**src/rtl/bp_pkg.sv**
```systemverilog
// Shared branch-predictor types and constants.
// Checkpoint layout and PHT index hashing.
package bp_pkg;

    localparam int BP_GHR_WIDTH = 4;
    localparam int BP_PHT_DEPTH = 7;
    localparam int BP_HPC_WIDTH = BP_PHT_DEPTH - BP_GHR_WIDTH;

    typedef struct packed {
        logic [BP_HPC_WIDTH-1:0] hashed_pc;
        logic [BP_GHR_WIDTH-1:0] ghr;
        logic                    pred;
    } bp_ckpt_t;

    function automatic logic [BP_PHT_DEPTH-1:0] bp_pht_index(
        input logic [BP_HPC_WIDTH-1:0] hashed_pc,
        input logic [BP_GHR_WIDTH-1:0] ghr
    );
        return {hashed_pc, ghr};
    endfunction

endpackage

```
**src/rtl/bp_checkpoint_queue_if.sv**
```systemverilog
// Decode/Memory-side bundle of the branch checkpoint queue.
// master drives allocate/resolve, slave is the queue.
interface bp_checkpoint_queue_if
    import bp_pkg::*;
#(
    parameter int DEPTH     = 8,
    parameter int PHT_DEPTH = BP_PHT_DEPTH,
    parameter int GHR_WIDTH = BP_GHR_WIDTH
);
    localparam int HW = PHT_DEPTH - GHR_WIDTH;
    localparam int CW = $clog2(DEPTH) + 1;

    logic                 alloc_valid;
    logic                 alloc_ready;
    logic [HW-1:0]        alloc_hashed_pc;
    logic [GHR_WIDTH-1:0] alloc_ghr;
    logic                 alloc_pred;
    logic                 resolve_valid;
    logic                 resolve_taken;
    logic                 squash;
    logic                 upd_valid;
    logic [PHT_DEPTH-1:0] upd_index;
    logic                 upd_taken;
    logic                 mispredict;
    logic [GHR_WIDTH-1:0] restore_ghr;
    logic [CW-1:0]        count;
    logic                 empty;

    modport master (
        output alloc_valid, alloc_hashed_pc, alloc_ghr, alloc_pred,
        output resolve_valid, resolve_taken, squash,
        input  alloc_ready, upd_valid, upd_index, upd_taken,
        input  mispredict, restore_ghr, count, empty
    );

    modport slave (
        input  alloc_valid, alloc_hashed_pc, alloc_ghr, alloc_pred,
        input  resolve_valid, resolve_taken, squash,
        output alloc_ready, upd_valid, upd_index, upd_taken,
        output mispredict, restore_ghr, count, empty
    );

endinterface

```
**src/rtl/bp_ckpt_fifo.sv**
```systemverilog
// Circular checkpoint storage with push, pop and flush-all.
// Pointers carry one extra bit so full and empty differ.
module bp_ckpt_fifo #(
    parameter int W     = 8,
    parameter int DEPTH = 8
) (
    input  logic                     clk,
    input  logic                     rst,
    input  logic                     push_i,
    input  logic [W-1:0]             din_i,
    input  logic                     pop_i,
    input  logic                     flush_i,
    output logic [W-1:0]             dout_o,
    output logic [$clog2(DEPTH):0]   count_o
);
    localparam int AW = $clog2(DEPTH);
    localparam int PW = AW + 1;

    logic [W-1:0]  mem_q [DEPTH];
    logic [PW-1:0] head_q, head_d;
    logic [PW-1:0] tail_q, tail_d;

    // Next pointers: flush collapses tail onto the post-pop head.
    always_comb begin
        head_d = head_q + PW'(pop_i);
        tail_d = tail_q + PW'(push_i);
        if (flush_i) begin
            tail_d = head_d;
        end
    end

    // Pointer registers.
    always_ff @(posedge clk or posedge rst) begin
        if (rst) begin
            head_q <= '0;
            tail_q <= '0;
        end else begin
            head_q <= head_d;
            tail_q <= tail_d;
        end
    end

    // Entry storage; contents need no reset.
    always_ff @(posedge clk) begin
        if (push_i && !flush_i) begin
            mem_q[tail_q[AW-1:0]] <= din_i;
        end
    end

    assign dout_o  = mem_q[head_q[AW-1:0]];
    assign count_o = tail_q - head_q;

endmodule

```
**src/rtl/bp_checkpoint_queue.sv**
```systemverilog
// In-order queue of in-flight branch predictions.
// Resolves oldest entry into a PHT update and GHR repair.
module bp_checkpoint_queue
    import bp_pkg::*;
#(
    parameter int DEPTH     = 8,
    parameter int PHT_DEPTH = BP_PHT_DEPTH,
    parameter int GHR_WIDTH = BP_GHR_WIDTH
) (
    input  logic                  clk,
    input  logic                  rst,
    bp_checkpoint_queue_if.slave  bus
);
    localparam int CW = $clog2(DEPTH) + 1;

    bp_ckpt_t      alloc_ent;
    bp_ckpt_t      head_ent;
    logic [CW-1:0] count;
    logic          full;
    logic          empty;
    logic          res_acc;
    logic          mis;
    logic          push;
    logic          flush;

    logic                 upd_valid_q, upd_valid_d;
    logic [PHT_DEPTH-1:0] upd_index_q, upd_index_d;
    logic                 upd_taken_q, upd_taken_d;
    logic                 mispredict_q, mispredict_d;
    logic [GHR_WIDTH-1:0] restore_ghr_q, restore_ghr_d;

    assign alloc_ent.hashed_pc = bus.alloc_hashed_pc;
    assign alloc_ent.ghr       = bus.alloc_ghr;
    assign alloc_ent.pred      = bus.alloc_pred;

    assign full  = (count == CW'(DEPTH));
    assign empty = (count == '0);

    // Squash beats resolve; a mispredict kills the same-cycle alloc.
    always_comb begin
        res_acc = bus.resolve_valid && !empty && !bus.squash;
        mis     = res_acc && (bus.resolve_taken != head_ent.pred);
        push    = bus.alloc_valid && !full && !bus.squash && !mis;
        flush   = bus.squash || mis;
    end

    bp_ckpt_fifo #(
        .W     ($bits(bp_ckpt_t)),
        .DEPTH (DEPTH)
    ) u_fifo (
        .clk     (clk),
        .rst     (rst),
        .push_i  (push),
        .din_i   (alloc_ent),
        .pop_i   (res_acc),
        .flush_i (flush),
        .dout_o  (head_ent),
        .count_o (count)
    );

    // Update/restore payload: pulses by default, data held until next resolve.
    always_comb begin
        upd_valid_d   = res_acc;
        mispredict_d  = mis;
        upd_index_d   = upd_index_q;
        upd_taken_d   = upd_taken_q;
        restore_ghr_d = restore_ghr_q;
        if (res_acc) begin
            upd_index_d   = bp_pht_index(head_ent.hashed_pc, head_ent.ghr);
            upd_taken_d   = bus.resolve_taken;
            restore_ghr_d = {head_ent.ghr[GHR_WIDTH-2:0], bus.resolve_taken};
        end
    end

    // Registered predictor-facing outputs.
    always_ff @(posedge clk or posedge rst) begin
        if (rst) begin
            upd_valid_q   <= 1'b0;
            upd_index_q   <= '0;
            upd_taken_q   <= 1'b0;
            mispredict_q  <= 1'b0;
            restore_ghr_q <= '0;
        end else begin
            upd_valid_q   <= upd_valid_d;
            upd_index_q   <= upd_index_d;
            upd_taken_q   <= upd_taken_d;
            mispredict_q  <= mispredict_d;
            restore_ghr_q <= restore_ghr_d;
        end
    end

    assign bus.alloc_ready = !full;
    assign bus.count       = count;
    assign bus.empty       = empty;
    assign bus.upd_valid   = upd_valid_q;
    assign bus.upd_index   = upd_index_q;
    assign bus.upd_taken   = upd_taken_q;
    assign bus.mispredict  = mispredict_q;
    assign bus.restore_ghr = restore_ghr_q;

endmodule

```
**src/flat_wrapper.sv**
```systemverilog
// flat-port wrapper written by rule: the top's interface ports become plain ports
module bp_checkpoint_queue_flat import bp_pkg::*;
#(
    parameter int DEPTH     = 8,
    parameter int PHT_DEPTH = BP_PHT_DEPTH,
    parameter int GHR_WIDTH = BP_GHR_WIDTH
)
  (clk, rst, bus_alloc_valid, bus_alloc_hashed_pc, bus_alloc_ghr, bus_alloc_pred, bus_resolve_valid, bus_resolve_taken, bus_squash, bus_alloc_ready, bus_upd_valid, bus_upd_index, bus_upd_taken, bus_mispredict, bus_restore_ghr, bus_count, bus_empty);
  bp_checkpoint_queue_if #(.DEPTH(DEPTH), .PHT_DEPTH(PHT_DEPTH), .GHR_WIDTH(GHR_WIDTH)) bus_i ();
  input  logic clk;
  input  logic rst;
  input wire logic [$bits(bus_i.alloc_valid)-1:0] bus_alloc_valid;
  input wire logic [$bits(bus_i.alloc_hashed_pc)-1:0] bus_alloc_hashed_pc;
  input wire logic [$bits(bus_i.alloc_ghr)-1:0] bus_alloc_ghr;
  input wire logic [$bits(bus_i.alloc_pred)-1:0] bus_alloc_pred;
  input wire logic [$bits(bus_i.resolve_valid)-1:0] bus_resolve_valid;
  input wire logic [$bits(bus_i.resolve_taken)-1:0] bus_resolve_taken;
  input wire logic [$bits(bus_i.squash)-1:0] bus_squash;
  output wire logic [$bits(bus_i.alloc_ready)-1:0] bus_alloc_ready;
  output wire logic [$bits(bus_i.upd_valid)-1:0] bus_upd_valid;
  output wire logic [$bits(bus_i.upd_index)-1:0] bus_upd_index;
  output wire logic [$bits(bus_i.upd_taken)-1:0] bus_upd_taken;
  output wire logic [$bits(bus_i.mispredict)-1:0] bus_mispredict;
  output wire logic [$bits(bus_i.restore_ghr)-1:0] bus_restore_ghr;
  output wire logic [$bits(bus_i.count)-1:0] bus_count;
  output wire logic [$bits(bus_i.empty)-1:0] bus_empty;
  assign bus_i.alloc_valid = bus_alloc_valid;
  assign bus_i.alloc_hashed_pc = bus_alloc_hashed_pc;
  assign bus_i.alloc_ghr = bus_alloc_ghr;
  assign bus_i.alloc_pred = bus_alloc_pred;
  assign bus_i.resolve_valid = bus_resolve_valid;
  assign bus_i.resolve_taken = bus_resolve_taken;
  assign bus_i.squash = bus_squash;
  assign bus_alloc_ready = bus_i.alloc_ready;
  assign bus_upd_valid = bus_i.upd_valid;
  assign bus_upd_index = bus_i.upd_index;
  assign bus_upd_taken = bus_i.upd_taken;
  assign bus_mispredict = bus_i.mispredict;
  assign bus_restore_ghr = bus_i.restore_ghr;
  assign bus_count = bus_i.count;
  assign bus_empty = bus_i.empty;
  bp_checkpoint_queue #(.DEPTH(DEPTH), .PHT_DEPTH(PHT_DEPTH), .GHR_WIDTH(GHR_WIDTH)) u_core (.clk(clk), .rst(rst), .bus(bus_i));
endmodule
```
**config.mk**
```make
export PLATFORM = sky130hd
export DESIGN_NAME = bp_checkpoint_queue_flat
export DESIGN_NICKNAME = d
export VERILOG_FILES = /design/src/rtl/bp_pkg.sv /design/src/rtl/bp_checkpoint_queue_if.sv /design/src/rtl/bp_ckpt_fifo.sv /design/src/rtl/bp_checkpoint_queue.sv /design/src/flat_wrapper.sv
export SDC_FILE = /design/constraint.sdc
export NUM_CORES = 1
export LEC_CHECK = 0
export BUFFER_PORTS_ARGS = -buffer_cell sky130_fd_sc_hd__buf_2
export CAP_MARGIN = 10
export CORE_ASPECT_RATIO = 1.25
export CORE_MARGIN = 2
export CORE_UTILIZATION = 53
export CTS_BUF_LIST = sky130_fd_sc_hd__clkbuf_16
export DETAILED_ROUTE_END_ITERATION = 6
export GPL_TIMING_DRIVEN = 0
export PLACE_DENSITY = 0.74
export SETUP_SLACK_MARGIN = 0.3
export SYNTH_ARGS = -nofsm -noshare
export SYNTH_HDL_FRONTEND = slang
export SYNTH_HIERARCHICAL = 1
export SYNTH_SLANG_ARGS = --single-unit
export TNS_END_PERCENT = 100
```
**constraint.sdc**
```tcl
create_clock -name clk -period 5.1 [get_ports clk]
set_input_delay 0.51 -clock clk [delete_from_list [all_inputs] [get_ports clk]]
set_output_delay 0.51 -clock clk [all_outputs]
set_load 0.03 [all_outputs]
```
==> results of run 1 <==
layout make-up:
cell class | count | area [um^2]
clock buffers | 9 | 225
well taps | 85 | 106
fillers | 442 | 2200
repair buffers | 34 | 170
multi-input cells | 93 | 970
plain buffers | 11 | 93.8
flip-flops and latches | 82 | 2370
clock inverters | 7 | 77.6
inverters | 7 | 26.3
metal layers:
metal / up-vias / global-route usage
li1: 819 / -
met1: 861 / 0.218
met2: 61 / 0.310
met3: 7 / 0.0433
met4: 0 / 0.0818
met5: - / 0
layout by cell type (no fill, tap or decap), drive strengths merged, types with 3 or more instances in the layout:
cell type / count
nand2: 28
edfxtp: 64
xnor2: 6
dfrtp: 18
nor3: 3
buf: 44
ha: 7
inv: 9
clkbuf: 10
mux2: 11
clkinv: 3
nor2: 6
mux4: 16
how the worst max path moves through the flow:
stage | end | slack (ns) | cells after the start
after floorplan | u_core/u_fifo/mem_q[0][0]$_DFFE_PP_ | 0.97 | 12
after global placement | u_core/u_fifo/mem_q[0][3]$_DFFE_PP_ | 0.57 | 12
after detailed placement | u_core/u_fifo/mem_q[1][3]$_DFFE_PP_ | 1.00 | 12
after CTS | u_core/u_fifo/mem_q[1][7]$_DFFE_PP_ | 0.99 | 12
after global routing | u_core/u_fifo/mem_q[1][1]$_DFFE_PP_ | 0.82 | 12
final | u_core/u_fifo/mem_q[1][4]$_DFFE_PP_ | 1.04 | 12
power breakdown:
part	switching (mW)	leakage, nW	internal (mW)
Clock	0.256	0.146	0.383
Combinational	0.644	0.629	0.447
Sequential	0.0575	0.794	0.815
Total	0.957	1.57	1.64
synthesized netlist by cell type (3+ instances only):
cell      count
xnor2_1       6
mux2_4        8
nor3_1        3
nand2_1      28
ha_1          7
mux4_2       10
nor2_1        6
mux4_1        6
buf_4         5
dfrtp_1      18
edfxtp_1     64
inv_1         5
through the flow:
step,cells,power [mW],util
finish,328,2.60,0.647
global route,328,2.75,0.647
CTS,328,2.63,0.647
detailed placement,312,1.98,0.599
global placement,311,1.97,0.597
floorplan,193,1.74,-
logic make-up after synthesis:
group           after synthesis
fa+ha+maj                     8
flops                        82
xor+xnor                      8
buf+inv                      18
mux                          27
compound gates                3
simple gates                 47
sequential cells by signal, indices dropped and copies added (netlist names):
| signal | cells |
|---|---|
| u_core/u_fifo/mem_q | 64 |
| u_core/bus.upd_index | 7 |
| u_core/u_fifo/head_q | 4 |
| u_core/u_fifo/tail_q | 4 |
| u_core/bus.mispredict | 1 |
| u_core/bus.restore_ghr | 1 |
| u_core/bus.upd_valid | 1 |
==> metrics.md, run 1 <==
| Metric | Value |
|---|---|
| Status | finished clean |
| Clk_lat worst skew | 0.33 ns |
| Leak | 1.57 nW |
| Crit-path leading delay family | simple AND/OR/NAND/NOR gates |
| First-pass GRT wire length | 9350 um |
| Worst path cell trace | buf_2 -> buf_4 -> inv_2 -> ha_1 -> a21o_1 -> a31oi_1 -> xnor2_1 -> nor4_4 -> nor4b_1 -> or2_2 -> or3b_1 -> nor2_1 |
| Main combinational cell family by area after synthesis | multiplexers |
| Crit path required time | 5.05 ns |
| Largest net degree at the start of global routing | 16 |
| CTS tree | yes |
| Worst-Margin Slew | 0.918 ns |
| Post-route cell area | 4040 um^2 |
| Core area | 6250 um^2 |
| Maximum buffer depth of the clock tree | 2 |
| Die ar. | 7190 um^2 |
| Cts bufs inserted | 9 |
| Dpl cell area | 3740 um^2 |
| Synth Area in Simple Gates | 0.0670 |
| Critical path buffers and inverters | 3 |
| CP Class | reg2reg |
| Met3 WL | 290 um |
| DIE WIDTH | 76.2 um |
| CTS Hold Bufs | 0 |
| Post-layout nets | 260 |
| Final Skew | 0.00492 ns |
| Avg Cell Area, Syn | 17.9 um^2 |
| DRT Pass-1 Iters | 5 |
| Crit Reg-Reg Endpoint | u_core/u_fifo/mem_q[1][4]$_DFFE_PP_ |
| FF+latch count, synth | 82 |
| Initial core utilization | 0.553 |
| Top_reg_cell synth | edfxtp_1 |
| Vias in the first global route | 1,800 |
| Type of the tightest min-delay check | in2async |
| Worst-path clk slew | 0.06 ns |
| # setup viols final | 0 |
| CTS sink cnt | 82 |
| Final WS setup | 1.04 ns |
| Final worst path period share | 0.797 |
| CP max stage delay | 0.73 ns |
| Rel. slew slack | 0.386 |
| Top post-synthesis cells by area | edfxtp_1 56%, dfrtp_1 13%, mux4_2 6.5% |
| EDFF count, synth | 64 |
| F_max | 246 MHz |
| Pwr Density | 644 nW/um^2 |
| Area grow syn2layout | 16.9% |
| Initial antenna violation count | 0 |
| Fraction of layout cells with a size suffix above 1 | 0.350 |
| Fin Setup TNS | 0 ns |
| CP Capture Type | flip-flop |
| # rows | 32 |
| Root Driver | clkbuf_16 |
| Maximum VDD drop | 0.000591 V |
| Total congestion overflow | 0 |
| Dpl hpwl | 3890 um |
| RSZ-0062 raised after global routing | no |
| Routed WL | 5720 um |
| GRT Total Usage | 0.181 |
| Htree depth | 3 |
| Slew Limit Fails | 0 |
| Min cycle time layout | 4.06 ns |
| CP Launch Point | u_core/u_fifo/head_q[2]$_DFF_PP0_ |
| FFs w/ async S/R, synth | 0.220 |
| CP arrival | 4.02 ns |
| Final hold violations | 0 |
| Worst R2R Setup Slack | 1.04 ns |
| Slowest-stage cell, CP | nor2_1 |
| Highest routed layer | met4 |
| Gate Count Post-Synth | 193 |
| Synth Area in XOR/XNOR | 0.0203 |
| DRT iter0 DRCs | 156 |
| Startpoint type of the worst setup path | flip-flop |
| Worst r2r src | u_core/u_fifo/head_q[2]$_DFF_PP0_ |
| Register-to-Register Path Depth | 12 |
| Post-synthesis mux area share | 0.155 |
| Dpl ws | 1.00 ns |
| Post-Synth Adder-Cell Area | 0.0311 |
| Routed Antenna Nets | 0 |
| Met2 wire len | 2860 um |
| Number of diodes | 0 |
| Critical path fanouts, max | 10 |
| Setup repair bufs after CTS | 0 |
| Post-CTS sizing | 0 |
| Num ports | 34 |
| Die H | 94.3 um |
| Hold Slack | 0.140 ns |
| Synthesized net count | 215 |
| Post-DR wirelength/cell | 17.4 um |
| Unique cell type count in the Yosys netlist | 33 |
| Sequential fraction of the synthesis area | 0.686 |
| Gp weighted congestion | 0.816 |
| Synth area leader | edfxtp_1 |
| Drt via density | 5.33 |
| Synth Area in Compound Gates | 0.00543 |
| Post-synth top area share | 0.556 |
| PortBufs | 33 |
| Via count | 1,748 |
| Max-cap violation count | 0 |
| Post-route DRC | 0 |
| Synth Cell Area | 3460 um^2 |
| Yosys warns | 6 |
| M1 WL | 2500 um |
No activity file was read; power rests on OpenSTA's default activity.
==> run 2, diff against run 1 <==
--- a/config.mk
+++ b/config.mk
@@ -9,11 +9,11 @@
 export CAP_MARGIN = 10
 export CORE_ASPECT_RATIO = 1.25
 export CORE_MARGIN = 2
-export CORE_UTILIZATION = 53
+export CORE_UTILIZATION = 52
 export CTS_BUF_LIST = sky130_fd_sc_hd__clkbuf_16
 export DETAILED_ROUTE_END_ITERATION = 6
 export GPL_TIMING_DRIVEN = 0
-export PLACE_DENSITY = 0.74
+export PLACE_DENSITY = 0.75
 export SETUP_SLACK_MARGIN = 0.3
 export SYNTH_ARGS = -nofsm -noshare
 export SYNTH_HDL_FRONTEND = slang
==> constraint.sdc (replaced) <==
create_clock -name clk -period 3.3 [get_ports clk]
set_input_delay 0.33 -clock clk [delete_from_list [all_inputs] [get_ports clk]]
set_output_delay 0.33 -clock clk [all_outputs]
set_load 0.03 [all_outputs]
==> run 2 against run 1 <==
Net effect:
- non-clock buffer count is 27 higher
- die area is 1.8% higher
- sequential cell count stayed put
- wire length rose by 20%
- sequential power up 55%
- design area up 12%
- combinational power grew 100%
- critical endpoint is now u_core/u_fifo/mem_q[0][7]$_DFFE_PP_
- largest cell class unchanged
==> metrics.md, run 2 (same netlist as run 1, synthesis figures left out) <==
| Metric | Value |
|---|---|
| Worst-Margin Slew | 0.585 ns |
| CP Capture Type | flip-flop |
| Worst r2r src | u_core/u_fifo/head_q[2]$_DFF_PP0_ |
| Largest net degree at the start of global routing | 17 |
| Status | finished clean |
| Critical path fanouts, max | 8 |
| Cell internal pwr | 2.78 mW |
| Clock power frac | 0.206 |
| Crit path required time | 3.35 ns |
| Root Driver | clkbuf_16 |
| Pwr Density | 998 nW/um^2 |
| Post-route DRC | 0 |
| F_max | 306 MHz |
| Maximum VDD drop | 0.000843 V |
| Cts bufs inserted | 9 |
| Seq pwr share | 0.300 |
| PortBufs | 33 |
| Gp weighted congestion | 0.726 |
| Post-layout nets | 287 |
| CTS sink cnt | 82 |
| Die H | 95.2 um |
| Final hold violations | 0 |
| Slew Limit Fails | 0 |
| Min-delay src | bus_alloc_ghr[0] |
| Clk_lat worst skew | 0.33 ns |
| Switch Pwr | 1.73 mW |
| CP Class | reg2reg |
| GRT Total Usage | 0.208 |
| Via count | 1,902 |
| Fraction of layout cells with a size suffix above 1 | 0.478 |
| Total congestion overflow | 0 |
| Rel. slew slack | 0.610 |
| Maximum buffer depth of the clock tree | 2 |
| RSZ-0062 raised after global routing | yes |
| Startpoint type of the worst setup path | flip-flop |
| CP arrival | 3.32 ns |
| Worst-path clk slew | 0.07 ns |
| Most frequent cells in the layout | 64 x edfxtp_1, 33 x buf_2, 28 x nand2_1, 20 x buf_4, 17 x dfrtp_1 |
| Num ports | 34 |
| Die ar. | 7320 um^2 |
| CP Launch Point | u_core/u_fifo/head_q[2]$_DFF_PP0_ |
| Initial core utilization | 0.533 |
| Final worst path period share | 0.991 |
| Final Skew | 0.0106 ns |
| Vias in the first global route | 1,928 |
| Routed WL | 6890 um |
| Most common cell after layout, fill and taps aside | edfxtp_1 |
| DRT Pass-1 Iters | 4 |
| Leak | 1.75 nW |
| Core area | 6480 um^2 |
| Max-cap violation count | 0 |
| DRT iter0 DRCs | 178 |
| Dpl ws | -0.343 ns |
| Post-DR wirelength/cell | 19.3 um |
| Initial antenna violation count | 0 |
| Combinational Power Share | 0.494 |
| CTS tree | yes |
| Worst R2R Setup Slack | 0.03 ns |
| Type of the tightest min-delay check | in2reg |
| Drt via density | 5.33 |
| Htree depth | 3 |
| Power Total | 4.51 mW |
| First-pass GRT wire length | 10,700 um |
| Number of diodes | 0 |
| Final WS setup | 0.0295 ns |
| Min cycle time layout | 3.27 ns |
| Max reg flops | 64 |
| Routed Antenna Nets | 0 |
| Dpl hpwl | 4070 um |
| DIE WIDTH | 76.9 um |
| Area grow syn2layout | 30.7% |
| # rows | 33 |
| Sw Share | 0.383 |
| # setup viols final | 0 |
run 2: power by group through the flow:
stage               clock network, mW  logic (mW)  registers, mW
finish                          0.930        2.22           1.35
floorplan                           0        1.41           1.48
detailed placement                  0        1.91           1.39
global placement                    0        1.87           1.38
CTS                             0.950        2.13           1.35
global route                    0.997        2.36           1.37
run 2: final timing paths:
check / to / cells past startpoint
max in group asynchronous: u_core/bus.upd_index[4]$_DFFE_PP0P_ / 3
min reg2reg: u_core/bus.upd_index[3]$_DFFE_PP0P_ / 1
max: u_core/u_fifo/mem_q[0][7]$_DFFE_PP_ / 13
min in group asynchronous: u_core/u_fifo/head_q[0]$_DFF_PP0_ / 3
max reg2reg: u_core/u_fifo/mem_q[0][7]$_DFFE_PP_ / 13
min: u_core/u_fifo/mem_q[0][1]$_DFFE_PP_ / 1
run 2: area by class of cell:
cell class,count,area (um^2)
well taps,87,109
fillers,392,1960
plain buffers,11,119
repair buffers,61,472
clock inverters,7,58.8
flip-flops and latches,82,2370
clock buffers,9,225
inverters,7,33.8
multi-input cells,93,1130
run 2: worst max-delay path, stage by stage (launching register included):
cell and delay, ns:
dfrtp_1 0.38, buf_6 0.13, buf_12 0.12, clkinv_4 0.04, ha_4 0.19, a21o_1 0.18, a31oi_4 0.21, xnor2_4 0.11
nor4_4 0.37, nor4b_4 0.10, and4bb_2 0.33, or3b_4 0.46, nor3_4 0.19, buf_12 0.16
run 2: per-layer routing:
metal	share of wire	up-vias	track usage	routed length [um]
met5	0	-	0	0
met4	0.019	0	0.0833	129
met3	0.045	11	0.0625	309
met2	0.53	54	0.362	3660
met1	0.40	968	0.242	2790
li1	-	869	-	-
run 2: timing repair:
action / 4_1_cts / 5_1_grt
setup buffers: 21 / 6
pin swaps: 14 / 3
setup endpoints to repair: 67 / 68
resized for setup: 13 / 7
hold buffers: 1 / 0
endpoints found under the hold margin: 18 / 0
run 2: metrics by stage:
stage	hold WS, ns	cell area [um^2]	util	setup TNS [ns]	instances
3_3_place_gp	0.306	3860	0.596	-9.10	313
6_report	0.261	4520	0.697	0	357
4_1_cts	0.252	4450	0.686	0	351
3_5_place_dp	0.305	3860	0.596	-12.26	313
2_1_floorplan	0.146	3590	-	-8.75	193
5_1_grt	0.256	4520	0.697	-0.873	357
==> run 3, diff against run 2 <==
--- a/config.mk
+++ b/config.mk
@@ -12,7 +12,6 @@
 export CORE_UTILIZATION = 52
 export CTS_BUF_LIST = sky130_fd_sc_hd__clkbuf_16
 export DETAILED_ROUTE_END_ITERATION = 6
-export GPL_TIMING_DRIVEN = 0
 export PLACE_DENSITY = 0.75
 export SETUP_SLACK_MARGIN = 0.3
 export SYNTH_ARGS = -nofsm -noshare
==> run 3 against run 2 <==
Net effect:
- combinational power fell by 9%
- sequential cell count stayed put
- largest power group unchanged
- total power is 3.0% lower
- wire length decreased by 1.4%
- cell count shrank 3.6%
- sequential power about the same
==> metrics.md, run 3 (same netlist as run 1, synthesis figures left out) <==
| Metric | Value |
|---|---|
| Leak | 1.67 nW |
| Post-layout nets | 274 |
| Dpl hpwl | 4170 um |
| Post-DR wirelength/cell | 19.7 um |
| Register-to-Register Path Depth | 9 |
| Root Driver | clkbuf_16 |
| Cell internal pwr | 2.72 mW |
| Hold Crit Depth | 2 |
| Gp weighted congestion | 0.762 |
| Pwr Density | 1010 nW/um^2 |
| Clk_lat worst skew | 0.34 ns |
| CP Class | reg2reg |
| Max-cap violation count | 0 |
| Initial antenna violation count | 0 |
| Core area | 6480 um^2 |
| Sw Share | 0.379 |
| CTS sink cnt | 82 |
| Cts bufs inserted | 9 |
| Fraction of layout cells with a size suffix above 1 | 0.455 |
| Vias in the first global route | 1,901 |
| Post-route DRC | 0 |
| Most frequent cells in the layout | 64 x edfxtp_1, 33 x buf_2, 28 x nand2_1, 16 x dfrtp_1, 15 x buf_4 |
| Die ar. | 7320 um^2 |
| F_max | 335 MHz |
| Largest net degree at the start of global routing | 19 |
| Worst-Margin Slew | 0.464 ns |
| Min cycle time layout | 2.99 ns |
| Routed WL | 6790 um |
| Clock power frac | 0.229 |
| Total congestion overflow | 0 |
| # rows | 33 |
| CP arrival | 3.04 ns |
| GRT Total Usage | 0.193 |
| Final hold violations | 0 |
| Maximum VDD drop | 0.000815 V |
| DRT Pass-1 Iters | 4 |
| Initial core utilization | 0.533 |
| Crit path required time | 3.35 ns |
| Switch Pwr | 1.66 mW |
| Type of the tightest min-delay check | in2reg |
| Most common cell after layout, fill and taps aside | edfxtp_1 |
| Dpl ws | -0.00868 ns |
| DRT iter0 DRCs | 117 |
| Worst-path clk slew | 0.06 ns |
| Hold Slack | 0.225 ns |
| Final Skew | 0.00919 ns |
| Final worst path period share | 0.905 |
| # setup viols final | 0 |
| Area grow syn2layout | 25.8% |
| Startpoint type of the worst setup path | flip-flop |
| Routed Antenna Nets | 0 |
| Via count | 1,878 |
| CP Capture Type | flip-flop |
| Die H | 95.2 um |
| PortBufs | 33 |
| Critical path fanouts, max | 8 |
| Combinational Power Share | 0.465 |
| Number of diodes | 0 |
| Final WS setup | 0.315 ns |
| Htree depth | 3 |
| Slew Limit Fails | 0 |
| Rel. slew slack | 0.689 |
| CTS tree | yes |
| Maximum buffer depth of the clock tree | 2 |
| RSZ-0062 raised after global routing | yes |
| Num ports | 34 |
| First-pass GRT wire length | 10,000 um |
| Seq pwr share | 0.307 |
| Status | finished clean |
| Max reg flops | 64 |
| DIE WIDTH | 76.9 um |
| Drt via density | 5.46 |
## run 3: what timing repair did
item | in CTS | in global routing
setup buffers | 9 | 5
endpoints found under the setup margin | 65 | 67
pin swaps | 11 | 7
gates cloned | 0 | 0
hold buffers | 1 | 0
resized for setup | 7 | 8
endpoints found under the hold margin | 18 | 0
## run 3: worst max-delay path, stage by stage (launching register included)
cell and delay, ns:
dfrtp_1 0.41, ha_1 0.22, inv_2 0.09, fa_2 0.46
nor4_4 0.28, nor4b_2 0.11, and4bb_2 0.34, or3b_4 0.46
nor3_4 0.17, buf_12 0.15
## run 3: final timing paths
check / start / endpoint / slack, ns
max reg2reg: u_core/u_fifo/head_q[0]$_DFF_PP0_ / u_core/u_fifo/mem_q[0][4]$_DFFE_PP_ / 0.31
min in group asynchronous: rst / u_core/u_fifo/head_q[0]$_DFF_PP0_ / 0.48
min: bus_squash / u_core/bus.mispredict$_DFF_PP0_ / 0.23
max: u_core/u_fifo/head_q[0]$_DFF_PP0_ / u_core/u_fifo/mem_q[0][4]$_DFFE_PP_ / 0.31
min reg2reg: u_core/bus.upd_index[3]$_DFFE_PP0P_ / u_core/bus.upd_index[3]$_DFFE_PP0P_ / 0.51
max in group asynchronous: rst / u_core/bus.upd_index[1]$_DFFE_PP0P_ / 2.52
## run 3: stage by stage
stage	power, mW	instances	utilization	cell area (um^2)	TNS, ns
final	4.37	344	0.671	4350	0
after global routing	4.57	344	0.671	4350	0
after CTS	4.34	339	0.656	4260	0
after detailed placement	3.22	313	0.593	3840	-0.0658
after global placement	3.19	313	0.593	3840	0
after floorplan	2.89	193	-	3590	-8.75
## run 3: area by class of cell
type / count / area (um^2)
Multi-Input combinational cell: 93 / 1100
Clock inverter: 7 / 75.1
Fill cell: 421 / 2130
Inverter: 7 / 28.8
Sequential cell: 82 / 2370
Timing Repair Buffer: 59 / 435
Tap cell: 87 / 109
Clock buffer: 9 / 225
## run 3: layer usage
metal / part of all wire / track usage / vias up
met5: 0 / 0 / -
met2: 0.49 / 0.325 / 63
li1: - / - / 841
met1: 0.43 / 0.230 / 957
met4: 0.029 / 0.0924 / 0
met3: 0.051 / 0.0587 / 17
## run 3: power by group through the flow
stage | registers (mW) | clock network, mW | logic [mW]
2_1_floorplan | 1.48 | 0 | 1.41
3_3_place_gp | 1.36 | 0 | 1.83
3_5_place_dp | 1.37 | 0 | 1.85
4_1_cts | 1.34 | 1.01 | 1.99
5_1_grt | 1.36 | 1.05 | 2.16
6_report | 1.34 | 1.00 | 2.03
